File: src/rtl/aes_cipher_writeback_if.sv
// Bus bundle for aes_cipher_writeback: CPU store snoop, AES core result
// and the cache_D AES write port. The slave modport is the writeback block.
interface aes_cipher_writeback_if #(
  parameter int BLK_W  = 128,
  parameter int WORD_W = 32,
  parameter int ADDR_W = 32
);
  logic [ADDR_W-1:0] cpu_add;
  logic [3:0]        cpu_wen;
  logic              dvld;
  logic [BLK_W-1:0]  cipher;
  logic              wait_en;
  logic              wen_aes_d;
  logic [ADDR_W-1:0] cipher_addr;
  logic [WORD_W-1:0] cipher_text;
  logic              wb_done;
  logic              overrun;

  modport master (
    output cpu_add, cpu_wen, dvld, cipher,
    input  wait_en, wen_aes_d, cipher_addr, cipher_text, wb_done, overrun
  );

  modport slave (
    input  cpu_add, cpu_wen, dvld, cipher,
    output wait_en, wen_aes_d, cipher_addr, cipher_text, wb_done, overrun
  );
endinterface

File: src/rtl/aes_cipher_writeback.sv
// aes_cipher_writeback: writes an AES result block into cache_D one word per
// cycle (MSW first), stalling the CPU from a trigger store until writeback end.
// One-deep pending buffer, sticky overrun flag, one-cycle wb_done pulse.
// Optional: define AES_WB_BSWAP_EN to byte-reverse every written word.
module aes_cipher_writeback #(
  parameter int              BLK_W     = 128,
  parameter int              WORD_W    = 32,
  parameter int              ADDR_W    = 32,
  parameter logic [ADDR_W-1:0] BASE_ADDR = 32'h4C,
  parameter logic [ADDR_W-1:0] TRIG_ADDR = 32'h30
) (
  input  logic                  clk,
  input  logic                  reset,
  aes_cipher_writeback_if.slave bus
);

  localparam int NWORDS = BLK_W / WORD_W;
  localparam int IDX_W  = (NWORDS > 1) ? $clog2(NWORDS) : 1;
  localparam logic [IDX_W-1:0]  LAST = IDX_W'(NWORDS - 1);
  localparam logic [ADDR_W-1:0] STEP = ADDR_W'(WORD_W / 8);

  typedef enum logic [1:0] {S_IDLE, S_ARMED, S_WRITE, S_DONE} state_t;

  state_t              r_state, w_state_nx;
  logic [IDX_W-1:0]    r_idx, w_idx_nx;
  logic [BLK_W-1:0]    r_blk, w_blk_nx;
  logic [BLK_W-1:0]    r_pend, w_pend_nx;
  logic                r_pvld, w_pvld_nx;
  logic                r_rearm, w_rearm_nx;
  logic                r_dvld_q;
  logic                r_wait, w_wait_nx;
  logic                r_wen, w_wen_nx;
  logic [ADDR_W-1:0]   r_addr, w_addr_nx;
  logic [WORD_W-1:0]   r_text, w_text_nx;
  logic                r_done, w_done_nx;
  logic                r_overrun, w_ovr_nx;

  logic                w_edge, w_trig, w_start, w_rearm_eff;
  logic [BLK_W-1:0]    w_src;

  function automatic logic [WORD_W-1:0] f_fmt(input logic [WORD_W-1:0] w);
`ifdef AES_WB_BSWAP_EN
    logic [WORD_W-1:0] r;
    r = '0;
    for (int unsigned b = 0; b < WORD_W / 8; b++)
      r[8*b +: 8] = w[WORD_W-8-8*b +: 8];
    return r;
`else
    return w;
`endif
  endfunction

  assign w_edge = bus.dvld & ~r_dvld_q;
  assign w_trig = (bus.cpu_add == TRIG_ADDR) && (bus.cpu_wen != 4'b0000);

  // Next-state, next-output and buffer control; outputs are registered from these.
  // r_blk is a shift register: the word on the bus next is always its top slice.
  always_comb begin
    w_state_nx  = r_state;
    w_idx_nx    = r_idx;
    w_blk_nx    = r_blk;
    w_pend_nx   = r_pend;
    w_pvld_nx   = r_pvld;
    w_rearm_nx  = r_rearm;
    w_wait_nx   = r_wait;
    w_wen_nx    = 1'b0;
    w_addr_nx   = '0;
    w_text_nx   = '0;
    w_done_nx   = 1'b0;
    w_ovr_nx    = r_overrun;
    w_start     = 1'b0;
    w_src       = bus.cipher;
    w_rearm_eff = r_rearm | w_trig;

    case (r_state)
      S_IDLE: begin
        if (w_edge) begin
          w_start = 1'b1;
          if (w_trig) w_wait_nx = 1'b1;
        end else if (w_trig) begin
          w_wait_nx  = 1'b1;
          w_state_nx = S_ARMED;
        end
      end
      S_ARMED: begin
        w_wait_nx = 1'b1;
        if (w_edge) w_start = 1'b1;
      end
      S_WRITE: begin
        if (w_trig) begin
          w_wait_nx  = 1'b1;
          w_rearm_nx = 1'b1;
        end
        if (w_edge) begin
          if (r_pvld) w_ovr_nx = 1'b1;
          else begin
            w_pend_nx = bus.cipher;
            w_pvld_nx = 1'b1;
          end
        end
        if (r_idx == LAST) begin
          w_state_nx = S_DONE;
          w_idx_nx   = '0;
          w_done_nx  = 1'b1;
        end else begin
          w_idx_nx  = r_idx + 1'b1;
          w_wen_nx  = 1'b1;
          w_addr_nx = r_addr + STEP;
          w_text_nx = f_fmt(r_blk[BLK_W-1 -: WORD_W]);
          w_blk_nx  = r_blk << WORD_W;
        end
      end
      S_DONE: begin
        if (w_trig) w_wait_nx = 1'b1;
        if (r_pvld) begin
          w_start    = 1'b1;
          w_src      = r_pend;
          w_pvld_nx  = 1'b0;
          w_rearm_nx = w_rearm_eff;
          if (w_edge) w_ovr_nx = 1'b1;
        end else if (w_edge) begin
          // Latching into the empty buffer and draining it in the same
          // cycle is the same as starting straight from cipher.
          w_start    = 1'b1;
          w_rearm_nx = w_rearm_eff;
        end else if (w_rearm_eff) begin
          w_state_nx = S_ARMED;
          w_wait_nx  = 1'b1;
          w_rearm_nx = 1'b0;
        end else begin
          w_state_nx = S_IDLE;
          w_wait_nx  = 1'b0;
        end
      end
      default: w_state_nx = S_IDLE;
    endcase

    if (w_start) begin
      w_state_nx = S_WRITE;
      w_idx_nx   = '0;
      w_blk_nx   = w_src << WORD_W;
      w_wen_nx   = 1'b1;
      w_addr_nx  = BASE_ADDR;
      w_text_nx  = f_fmt(w_src[BLK_W-1 -: WORD_W]);
    end
  end

  // State, datapath and output registers with synchronous reset.
  always_ff @(posedge clk) begin
    if (reset) begin
      r_state   <= S_IDLE;
      r_idx     <= '0;
      r_blk     <= '0;
      r_pend    <= '0;
      r_pvld    <= 1'b0;
      r_rearm   <= 1'b0;
      r_dvld_q  <= 1'b0;
      r_wait    <= 1'b0;
      r_wen     <= 1'b0;
      r_addr    <= '0;
      r_text    <= '0;
      r_done    <= 1'b0;
      r_overrun <= 1'b0;
    end else begin
      r_state   <= w_state_nx;
      r_idx     <= w_idx_nx;
      r_blk     <= w_blk_nx;
      r_pend    <= w_pend_nx;
      r_pvld    <= w_pvld_nx;
      r_rearm   <= w_rearm_nx;
      r_dvld_q  <= bus.dvld;
      r_wait    <= w_wait_nx;
      r_wen     <= w_wen_nx;
      r_addr    <= w_addr_nx;
      r_text    <= w_text_nx;
      r_done    <= w_done_nx;
      r_overrun <= w_ovr_nx;
    end
  end

  assign bus.wait_en     = r_wait;
  assign bus.wen_aes_d   = r_wen;
  assign bus.cipher_addr = r_addr;
  assign bus.cipher_text = r_text;
  assign bus.wb_done     = r_done;
  assign bus.overrun     = r_overrun;

endmodule
File: src/flat_wrapper.sv
// flat-port wrapper written by rule: the top's interface ports become plain ports
module aes_cipher_writeback_flat 
#(
  parameter int              BLK_W     = 128,
  parameter int              WORD_W    = 32,
  parameter int              ADDR_W    = 32,
  parameter logic [ADDR_W-1:0] BASE_ADDR = 32'h4C,
  parameter logic [ADDR_W-1:0] TRIG_ADDR = 32'h30
)
  (clk, reset, bus_cpu_add, bus_cpu_wen, bus_dvld, bus_cipher, bus_wait_en, bus_wen_aes_d, bus_cipher_addr, bus_cipher_text, bus_wb_done, bus_overrun);
  aes_cipher_writeback_if #(.BLK_W(BLK_W), .WORD_W(WORD_W), .ADDR_W(ADDR_W)) bus_i ();
  input  logic clk;
  input  logic reset;
  input wire logic [$bits(bus_i.cpu_add)-1:0] bus_cpu_add;
  input wire logic [$bits(bus_i.cpu_wen)-1:0] bus_cpu_wen;
  input wire logic [$bits(bus_i.dvld)-1:0] bus_dvld;
  input wire logic [$bits(bus_i.cipher)-1:0] bus_cipher;
  output wire logic [$bits(bus_i.wait_en)-1:0] bus_wait_en;
  output wire logic [$bits(bus_i.wen_aes_d)-1:0] bus_wen_aes_d;
  output wire logic [$bits(bus_i.cipher_addr)-1:0] bus_cipher_addr;
  output wire logic [$bits(bus_i.cipher_text)-1:0] bus_cipher_text;
  output wire logic [$bits(bus_i.wb_done)-1:0] bus_wb_done;
  output wire logic [$bits(bus_i.overrun)-1:0] bus_overrun;
  assign bus_i.cpu_add = bus_cpu_add;
  assign bus_i.cpu_wen = bus_cpu_wen;
  assign bus_i.dvld = bus_dvld;
  assign bus_i.cipher = bus_cipher;
  assign bus_wait_en = bus_i.wait_en;
  assign bus_wen_aes_d = bus_i.wen_aes_d;
  assign bus_cipher_addr = bus_i.cipher_addr;
  assign bus_cipher_text = bus_i.cipher_text;
  assign bus_wb_done = bus_i.wb_done;
  assign bus_overrun = bus_i.overrun;
  aes_cipher_writeback #(.BLK_W(BLK_W), .WORD_W(WORD_W), .ADDR_W(ADDR_W), .BASE_ADDR(BASE_ADDR), .TRIG_ADDR(TRIG_ADDR)) u_core (.clk(clk), .reset(reset), .bus(bus_i));
endmodule
File: config.mk
export PLATFORM = sky130hd
export DESIGN_NAME = aes_cipher_writeback_flat
export DESIGN_NICKNAME = d
export VERILOG_FILES = /design/src/rtl/aes_cipher_writeback_if.sv /design/src/rtl/aes_cipher_writeback.sv /design/src/flat_wrapper.sv
export SDC_FILE = /design/constraint.sdc
export NUM_CORES = 1
export LEC_CHECK = 0
export CORE_MARGIN = 5
export CORE_UTILIZATION = 51
export DETAILED_ROUTE_END_ITERATION = 16
export PLACE_DENSITY = 0.88
export SYNTH_ARGS = -nofsm -noshare
export SYNTH_HDL_FRONTEND = slang
export SYNTH_SLANG_ARGS = --single-unit
File: constraint.sdc
create_clock -name clk -period 4.3 [get_ports clk]
set_input_delay 0.86 -clock clk [delete_from_list [all_inputs] [get_ports clk]]
set_output_delay 0.86 -clock clk [all_outputs]
set_load 0.02 [all_outputs]
==> metrics.yaml, run 1 <==
setup_path:
  cp-end-kind: "flop"
  critPathLaunchType: "flop"
  crit_fanout: 65
  worstPathRequired_ps: 4720
  cp.arrival_ps: 3270
  path_class: "reg2reg"
floorplan:
  start_util: 0.5163
  die-area_um2: 27700
  ios: 235
  core_area_um2: 24180
  die_h_um: 166.4
  die_w_um: 166.4
  rows: 57
flow_run:
  cap_violations: 0
layout:
  nets: 1814
  fin_area_um2: 15990
  final_core_utilization: 0.6614
  drive_gt1_frac: 0.1065
  fin_cells: 1988
  area_growth_pct: 28.11
power:
  leakage_nw: 5.807
  p_per_area_nw_per_um2: 407.3
  power_mw: 6.513
  p_clk_frac: 0.410
  sw_frac_of_total: 0.2518
  p_int_mw: 4.873
  vdd_drop_max_uv: 275.3
  power.share.combinational: 0.134
  p_switching_mw: 1.640
  pwr-share-seq: 0.456
timing:
  final_max_slew_viol_count: 0
  fin_crit_sh: 0.6632
  period_minus_slack_ps: 2852
  rsz0062_at_grt: "no"
  tns_ps: 0
  setup_viol: 0
  final-hold-violation-count: 0
  fin_ws_ps: 1448
  finClkSkew_ps: 17.75
  worst_pin_slew_ps: 1021
  holdWs_ps: 451.3
  fmax_mhz: 350.7
  relSlewSlack: 0.3197
placement:
  portBuffers: 232
  dp_hpwl_um: 21580
  dp_cells: 1932
  place_congestion: 0.8182
  dpl_cell_area_um2: 14970
  pre_cts_slack_ps: 1085
drt:
  wl_um: 33470
  first_pass_iters: 6
  final_antenna_net_count: 0
  vias: 11087
  wl_per_cell_um: 16.84
  drc: 0
  drt_first_iter_violations: 1241
  drt-vias-per-instance: 5.577
outcome:
  status: "completed"
logic_synthesis:
  synth_commonest_cells: "nand2_1, dfxtp_1, a21oi_1"
  async_flop_share: 0
  synth_edf_count: 0
  synth_top_area_cell: "dfxtp_1"
  synth-seq-cells: 297
  synth_ff_type: "dfxtp_1"
  yosysWarnings: 0
  ys_seq_area_frac: 0.4763
  netlist_area_um2: 12480
  synth_top_cell_area_share: 0.4763
  synth.most_common_cell: "nand2_1"
  synth_area_leaders: "dfxtp_1, nand2_1, mux2_2"
  synth_cell_types: 46
  synthCells: 1473
  avgSynthCellArea_um2: 8.474
clock_tree:
  clock_tree.root_cell: "clkbuf_16"
  ctsResizeCount: 0
  h-tree-depth: 1
  cts_buffer_depth: 3
  clk_latency_ps: 550
  numCtsBuffers: 30
  path_clk_slew_ps: 60
  post-cts-setup-buffer-count: 0
  tritoncts: "built"
  holdBufCountCts: 0
  cts_sinks: 297
global_route:
  grt_max_degree: 129
  grt_pass1_vias: 10685
  grt_use_total: 0.2259
  grt_overflow_total: 0
  grt_pass1_wl_um: 53540
  antenna_found_initial: 2
worst_hold_path:
  hold_path.class: "reg2reg"
==> state kept, by name, summed over array words and instances (netlist names) <==
signal / flops
u_core.r_state: 2
u_core.r_blk: 96
u_core.r_rearm: 1
u_core.bus.wen_aes_d: 1
u_core.bus.overrun: 1
u_core.r_idx: 2
u_core.bus.cipher_text: 32
u_core.r_dvld_q: 1
u_core.r_pvld: 1
u_core.bus.wait_en: 1
u_core.bus.cipher_addr: 30
u_core.bus.wb_done: 1
u_core.r_pend: 128
==> cell families after synthesis <==
group / count (synthesis) / synth area share
buffers and inverters: 121 / 0.03849
other: 1 / 0.0003004
flip-flops: 297 / 0.4763
AO/OA/AOI/OAI: 319 / 0.1440
multiplexers: 161 / 0.1386
adder cells (fa/ha/maj): 7 / 0.007017
AND/OR/NAND/NOR: 543 / 0.1783
XOR/XNOR: 24 / 0.01684
==> placed cells by master, fill, tap and decap left out, types with 5 or more instances in the layout <==
cell type        instances
nand2_1                399
dfxtp_1                297
clkdlybuf4s50_1        231
a21oi_1                203
mux2_2                  95
nor2_1                  70
mux2i_1                 66
a22oi_1                 63
o21ai_0                 38
clkbuf_16               30
xnor2_1                 18
buf_4                   12
nor3_1                  11
nor4_1                  10
nand3_1                  9
ha_1                     7
inv_1                    6
nand4_1                  6
xor2_1                   6
clkbuf_1                 6
clkinv_2                 6
and3_1                   5
==> layout make-up <==
type | instances | area, um^2
fill | 1897 | 8187
multi-input combinational | 1056 | 6095
sequential | 297 | 5946
timing repair buffer | 248 | 2494
clock buffer | 40 | 828.3
tap | 324 | 405.4
clock inverter | 14 | 191.4
inverter | 7 | 26.28
antenna | 2 | 5.005
==> per-layer routing <==
layer  vias up  global-route usage  wire, um
met5         -                   0         0
met4         0             0.06759       628
met3        48             0.03010      2257
met1      5292              0.3146     14790
li1       5346                   -         -
met2       401              0.3687     15790
==> power by group through the flow <==
stage / sequential [mW] / combinational (mW) / clock (mW)
floorplan: 3.03 / 0.487 / 0
global placement: 3.02 / 0.838 / 0
detailed placement: 3.03 / 0.863 / 0
CTS: 2.97 / 0.870 / 2.70
global route: 2.98 / 0.952 / 2.83
finish: 2.97 / 0.872 / 2.67
==> critical path: stages (launching register included) <==
cell     delay [ps]
dfxtp_1         370
ha_1            390
nand2_4         670
buf_12          400
mux2_2          410
a22oi_1         280
a21oi_1         110
==> final timing paths <==
kind,to,depth (start not counted),start,slack (ps)
max,u_core.r_blk[108]$_SDFFE_PP0P_,6,u_core.r_state[0]$_SDFFE_PP0P_,1450
min,u_core.r_pend[54]$_SDFFE_PP0P_,2,u_core.r_pend[54]$_SDFFE_PP0P_,450
max reg2reg,u_core.r_blk[108]$_SDFFE_PP0P_,6,u_core.r_state[0]$_SDFFE_PP0P_,1450
min reg2reg,u_core.r_pend[54]$_SDFFE_PP0P_,2,u_core.r_pend[54]$_SDFFE_PP0P_,450
Power figures use the tool's default switching activity.
==> inputs of run 2 (changes only) <==
Settings changed: CORE_UTILIZATION 51 to 47, PLACE_DENSITY 0.88 to 0.86.
Clock period 4.3 ns to 2.5 ns, I/O delays scaled along.
==> run 2 against run 1 <==
Against the previous run: maximum frequency increased by 22%; critical path depth increased by 3; combinational power increased by 79%; sequential share of layout area decreased by 0.68 points; worst hold slack got worse by 110 ps; highest routed layer unchanged; critical endpoint is now u_core.r_blk[111]$_SDFFE_PP0P_.
==> metrics.yaml, run 2 (synthesized netlist as in run 1, its figures left out) <==
outcome:
  status: "completed"
clock_tree:
  numCtsBuffers: 30  # unchanged
  path_clk_slew_ps: 60  # about the same
  post-cts-setup-buffer-count: 0  # unchanged
  clock_tree.root_cell: "clkbuf_16"
  h-tree-depth: 1  # unchanged
  ctsResizeCount: 0  # unchanged
  cts_buffer_depth: 3  # unchanged
  tritoncts: "built"
  clk_latency_ps: 560  # about the same
  cts_sinks: 297  # unchanged
  holdBufCountCts: 0  # unchanged
setup_path:
  path_class: "reg2reg"
  crit_fanout: 24  # -63%
  critPathTopFamily: "compound AO/OA/AOI/OAI gates"
  cp_slowest_cell: "dfxtp_1"
  r2r_slack_ps: 160  # -1290 ps
  cp.arrival_ps: 2750  # -520 ps
  cp-end-kind: "flop"
  cp_cell_sequence: "inv_1 -> ha_1 -> or2_2 -> a21oi_1 -> nor3_4 -> buf_12 -> buf_12 -> a22oi_1 -> a21oi_1"
  cp_num_buf_inv: 3  # +2
  critPathLaunchType: "flop"
  critPathMaxStageDelay_ps: 420  # -250 ps
  worstPathRequired_ps: 2920  # -1800 ps
layout:
  nets: 1823  # +0.50%
  final_common_cell: "nand2_1"
  largest_reg_flops: 128  # unchanged
  drive_gt1_frac: 0.1130  # +0.006473
  area_growth_pct: 30.50
  fillers: 2182  # +15%
  top_register: "u_core.r_pend"
  final_cell_mix: "nand2_1, dfxtp_1, clkdlybuf4s50_1, a21oi_1, mux2_2"
  fin_area_um2: 16290  # +1.9%
floorplan:
  start_util: 0.4776  # -0.03864
  die-area_um2: 29920  # +8.0%
  ios: 235  # unchanged
  core_area_um2: 26130  # +8.1%
  die_w_um: 173.0  # +3.9%
  die_h_um: 173.0  # +3.9%
  rows: 59  # +3.5%
drt:
  wl_per_cell_um: 17.16  # +1.9%
  drt-vias-per-instance: 5.475  # -1.8%
  vias: 11011  # -0.69%
  drc: 0  # unchanged
  drt_first_iter_violations: 1040  # -16%
  wl_um: 34510  # +3.1%
  final_antenna_net_count: 0  # unchanged
  first_pass_iters: 7  # +1
placement:
  dp_hpwl_um: 22750  # +5.4%
  dpl_cell_area_um2: 15140  # +1.2%
  portBuffers: 232  # unchanged
  place_congestion: 0.8491  # +3.8%
worst_hold_path:
  hold_path.class: "in2reg"
global_route:
  grt_overflow_total: 0  # unchanged
  grt_max_degree: 129  # unchanged
  grt_pass1_vias: 10573  # -1.0%
  grt_use_total: 0.2153  # -0.01061
  grt_pass1_wl_um: 54700  # +2.2%
  antenna_found_initial: 3  # +1
timing:
  setup_viol: 0  # unchanged
  final_max_slew_viol_count: 0  # unchanged
  tns_ps: 0  # unchanged
  final-hold-violation-count: 0  # unchanged
  rsz0062_at_grt: "no"
  period_minus_slack_ps: 2337  # -514.5 ps
  relSlewSlack: 0.4948  # +0.1751
  worst_pin_slew_ps: 757.8  # -262.7 ps
  fmax_mhz: 427.8  # +22%
  fin_crit_sh: 0.9349  # +0.2717
  finClkSkew_ps: 18.50  # +0.7528 ps
flow_run:
  cap_violations: 0  # unchanged
power:
  leakage_nw: 5.937  # +2.2%
  vdd_drop_max_uv: 530.8  # +93%
  power_mw: 11.69  # +80%
  p_per_area_nw_per_um2: 717.9  # +76%
## run 2: changes by cell type in the layout (fill, tap and decap cells not counted)
cell        change
buf_8           +1
clkinvlp_4      +1
clkinv_2        -2
diode_2         +1
clkinv_4        -1
inv_6           -1
bufinv_16       +3
buf_12          +8
clkbuf_1        -1
clkbuf_8        +3
## run 2: report_power, final
part           internal [mW]  switching [mW]  total [mW]
clock                   3.13            1.89        5.02
sequential              4.97           0.143        5.12
combinational          0.723           0.834        1.56
total                   8.83            2.86        11.7
## run 2: layout make-up
type | instances | area, um^2 | area share
Clock inverter | 14 | 261.5 | 0.01605
Clock buffer | 42 | 865.8 | 0.05315
Antenna cell | 3 | 7.507 | 0.0004609
Sequential cell | 297 | 5946 | 0.3650
Timing Repair Buffer | 257 | 2669 | 0.1638
Multi-Input combinational cell | 1056 | 6095 | 0.3741
Tap cell | 335 | 419.2 | 0.02573
Inverter | 7 | 26.28 | 0.001613
## run 2: path summary, 6_finish.rpt
check / cells after the start / endpoint / from
max reg2reg: 9 / u_core.r_blk[111]$_SDFFE_PP0P_ / u_core.r_state[0]$_SDFFE_PP0P_
min: 2 / u_core.r_pend[96]$_SDFFE_PP0P_ / reset
min reg2reg: 2 / u_core.r_pend[60]$_SDFFE_PP0P_ / u_core.r_pend[60]$_SDFFE_PP0P_
max: 9 / u_core.r_blk[111]$_SDFFE_PP0P_ / u_core.r_state[0]$_SDFFE_PP0P_
## run 2: metal layers
layer | part of all wire | vias to the layer above | track usage
li1 | - | 5375 | -
met1 | 0.45 | 5219 | 0.2973
met2 | 0.46 | 348 | 0.3503
met3 | 0.051 | 69 | 0.02882
met4 | 0.031 | 0 | 0.07083
met5 | 0 | - | 0
## run 2: stage by stage
step | hold WS [ps] | cells | util | setup WS (ps)
after floorplan | 424.9 | 1474 | - | 440.5
after global routing | 356.5 | 2011 | 0.6233 | 10.67
after CTS | 327.6 | 2007 | 0.6225 | 183.9
after global placement | 438.6 | 1951 | 0.5793 | 108.6
final | 341.4 | 2011 | 0.6233 | 162.6
after detailed placement | 443.9 | 1951 | 0.5793 | 17.42
==> inputs of run 3 (changes only) <==
Settings changed: CORE_UTILIZATION 47 to 51, PLACE_DENSITY 0.86 to 0.88.
Clock period 2.5 ns to 2.4 ns, I/O delays scaled along.
==> run 3 against run 2 <==
Against the previous run: first-iteration DRC count up 0.19%; total power down 3.2%; maximum frequency up 1.9%; via count down 0.20%; sequential share of layout area up 0.53 points; combinational power up 3%; setup slack worse by 56 ps.
==> metrics.yaml, run 3 (synthesized netlist as in run 1, its figures left out) <==
worst_hold_path:
  min_path_cells: 4  # +2
  hold_start: "reset"
  hold_path.class: "in2reg"
  min_to: "u_core.bus.cipher_text[3]$_SDFF_PP0_"
placement:
  portBuffers: 232  # unchanged
  dp_hpwl_um: 22220  # -2.3%
  place_congestion: 0.8262  # -2.7%
  dpl_cell_area_um2: 15120  # -0.12%
setup_path:
  r2r_slack_ps: 110  # -60 ps
  worstPathRequired_ps: 2790  # -130 ps
  ff2ff_path_depth: 9  # unchanged
  path_class: "reg2reg"
  critPathLaunchType: "flop"
  critPathMaxStageDelay_ps: 440  # +20 ps
  cp_slowest_cell: "dfxtp_1"
  crit_top_cell: "buf_12"
  r2r_start: "u_core.r_state[0]$_SDFFE_PP0P_"
  cp.arrival_ps: 2690  # -60 ps
  cp_cell_sequence: "inv_1 -> ha_1 -> or2_2 -> a21oi_2 -> nor3_4 -> buf_12 -> nand2b_1 -> buf_12 -> o21ai_0"
  reg2reg_to: "u_core.bus.cipher_text[22]$_SDFF_PP0_"
  crit_fanout: 32  # +33%
  cp-end-kind: "flop"
timing:
  worst_pin_slew_ps: 801.3  # +43.52 ps
  period_minus_slack_ps: 2293  # -44.09 ps
  fin_crit_sh: 0.9555  # +0.02059
  setup_viol: 0  # unchanged
  final-hold-violation-count: 0  # unchanged
  finClkSkew_ps: 14.00  # -4.505 ps
  holdWs_ps: 422.5  # +81.18 ps
  rsz0062_at_grt: "no"
  final_max_slew_viol_count: 0  # unchanged
  relSlewSlack: 0.4658  # -0.02902
  fmax_mhz: 436.1  # +1.9%
floorplan:
  start_util: 0.5163  # +0.03864
  core_area_um2: 24180  # -7.5%
  die_h_um: 166.4  # -3.8%
  die-area_um2: 27700  # -7.4%
  ios: 235  # unchanged
  rows: 57  # -3.4%
  die_w_um: 166.4  # -3.8%
global_route:
  grt_use_total: 0.2227  # +0.007478
  grt_pass1_wl_um: 52730  # -3.6%
  grt_pass1_vias: 10386  # -1.8%
  antenna_found_initial: 7  # +4
  grt_max_degree: 120  # -7.0%
  grt_overflow_total: 0  # unchanged
outcome:
  status: "completed"
power:
  p_per_area_nw_per_um2: 704.8  # -1.8%
  vdd_drop_max_uv: 507.0  # -4.5%
  power_mw: 11.32  # -3.2%
  leakage_nw: 5.840  # -1.6%
layout:
  final_cell_mix: "nand2_1, dfxtp_1, clkdlybuf4s50_1, a21oi_1, mux2_2"
  largest_reg_flops: 128  # unchanged
  nets: 1822  # -0.055%
  top_register: "u_core.r_pend"
  final-seq-area_um2: 5946  # unchanged
  multi_input_comb_area_um2: 6103  # +0.14%
  fin_area_um2: 16060  # -1.4%
  fillers: 1885  # -14%
  area_growth_pct: 28.65
  final_common_cell: "nand2_1"
  drive_gt1_frac: 0.1091  # -0.003858
clock_tree:
  numCtsBuffers: 29  # -3.3%
  clk_latency_ps: 540  # -20 ps
  cts_buffer_depth: 3  # unchanged
  cts_sinks: 297  # unchanged
  holdBufCountCts: 0  # unchanged
  path_clk_slew_ps: 60  # about the same
  h-tree-depth: 1  # unchanged
  clock_tree.root_cell: "clkbuf_16"
  tritoncts: "built"
  post-cts-setup-buffer-count: 0  # unchanged
drt:
  wl_per_cell_um: 16.69  # -2.7%
  drc: 0  # unchanged
  final_antenna_net_count: 0  # unchanged
  drt_first_iter_violations: 1042  # +0.19%
  drt-vias-per-instance: 5.503  # +0.50%
  vias: 10989  # -0.20%
  wl_um: 33330  # -3.4%
  first_pass_iters: 8  # +1
flow_run:
  cap_violations: 0  # unchanged
[run 3: layer usage]
layer / global-route usage / up-vias / routed length (um)
li1: - / 5376 / -
met1: 0.3151 / 5146 / 14950
met2: 0.3544 / 401 / 15340
met3: 0.03508 / 62 / 2278
met4: 0.06581 / 4 / 729
met5: 0 / - / 27
[run 3: final cells by class]
type,count,area share
Multi-Input combinational cell,1056,0.3801
Antenna cell,5,0.0007792
Timing Repair Buffer,257,0.1650
Clock buffer,44,0.05306
Tap cell,324,0.02525
Sequential cell,297,0.3703
Clock inverter,7,0.003974
Inverter,7,0.001636
[run 3: worst max-delay path by stage]
stage,start,to,slack [ps],cells after the start
after floorplan,u_core.r_state[0]$_SDFFE_PP0P_,u_core.r_blk[126]$_SDFFE_PP0P_,340,9
after global placement,u_core.r_state[0]$_SDFFE_PP0P_,u_core.bus.cipher_text[18]$_SDFF_PP0_,-10,6
after detailed placement,u_core.r_state[0]$_SDFFE_PP0P_,u_core.bus.cipher_text[26]$_SDFF_PP0_,-80,6
after CTS,u_core.r_state[0]$_SDFFE_PP0P_,u_core.bus.cipher_text[31]$_SDFF_PP0_,60,9
after global routing,u_core.r_state[0]$_SDFFE_PP0P_,u_core.bus.cipher_text[31]$_SDFF_PP0_,40,9
final,u_core.r_state[0]$_SDFFE_PP0P_,u_core.bus.cipher_text[22]$_SDFF_PP0_,110,9
[run 3: power by group]
group,switching (mW),internal [mW],total (mW)
clock,1.84,2.54,4.38
combinational,0.868,0.740,1.61
sequential,0.151,5.18,5.33
total,2.86,8.46,11.3
[run 3: what timing repair did]
| item | CTS | global route |
|---|---|---|
| cloned | 0 | 0 |
| endpoints found under the hold margin | 0 | 0 |
| setup endpoints to repair | 8 | 38 |
| resized for setup | 1 | 1 |
[run 3: per-stage QoR]
stage               setup TNS, ps  cells    util  setup WS [ps]
floorplan                       0   1474       -          340.5
CTS                             0   1992  0.6635          59.99
global placement           -13.25   1941  0.6254         -12.59
global route                    0   1997  0.6642          42.57
finish                          0   1997  0.6642          106.7
detailed placement         -553.1   1941  0.6254         -82.33
[run 3: critical path, delay by kind of cell (launching register included)]
| family | cells | cell delay (ps) |
|---|---|---|
| and+or+nand+nor | 3 | 560 |
| AOI/OAI and AO/OA | 2 | 390 |
| buffers and inverters | 3 | 470 |
| adders and majority gates | 1 | 300 |
| DFF | 1 | 440 |
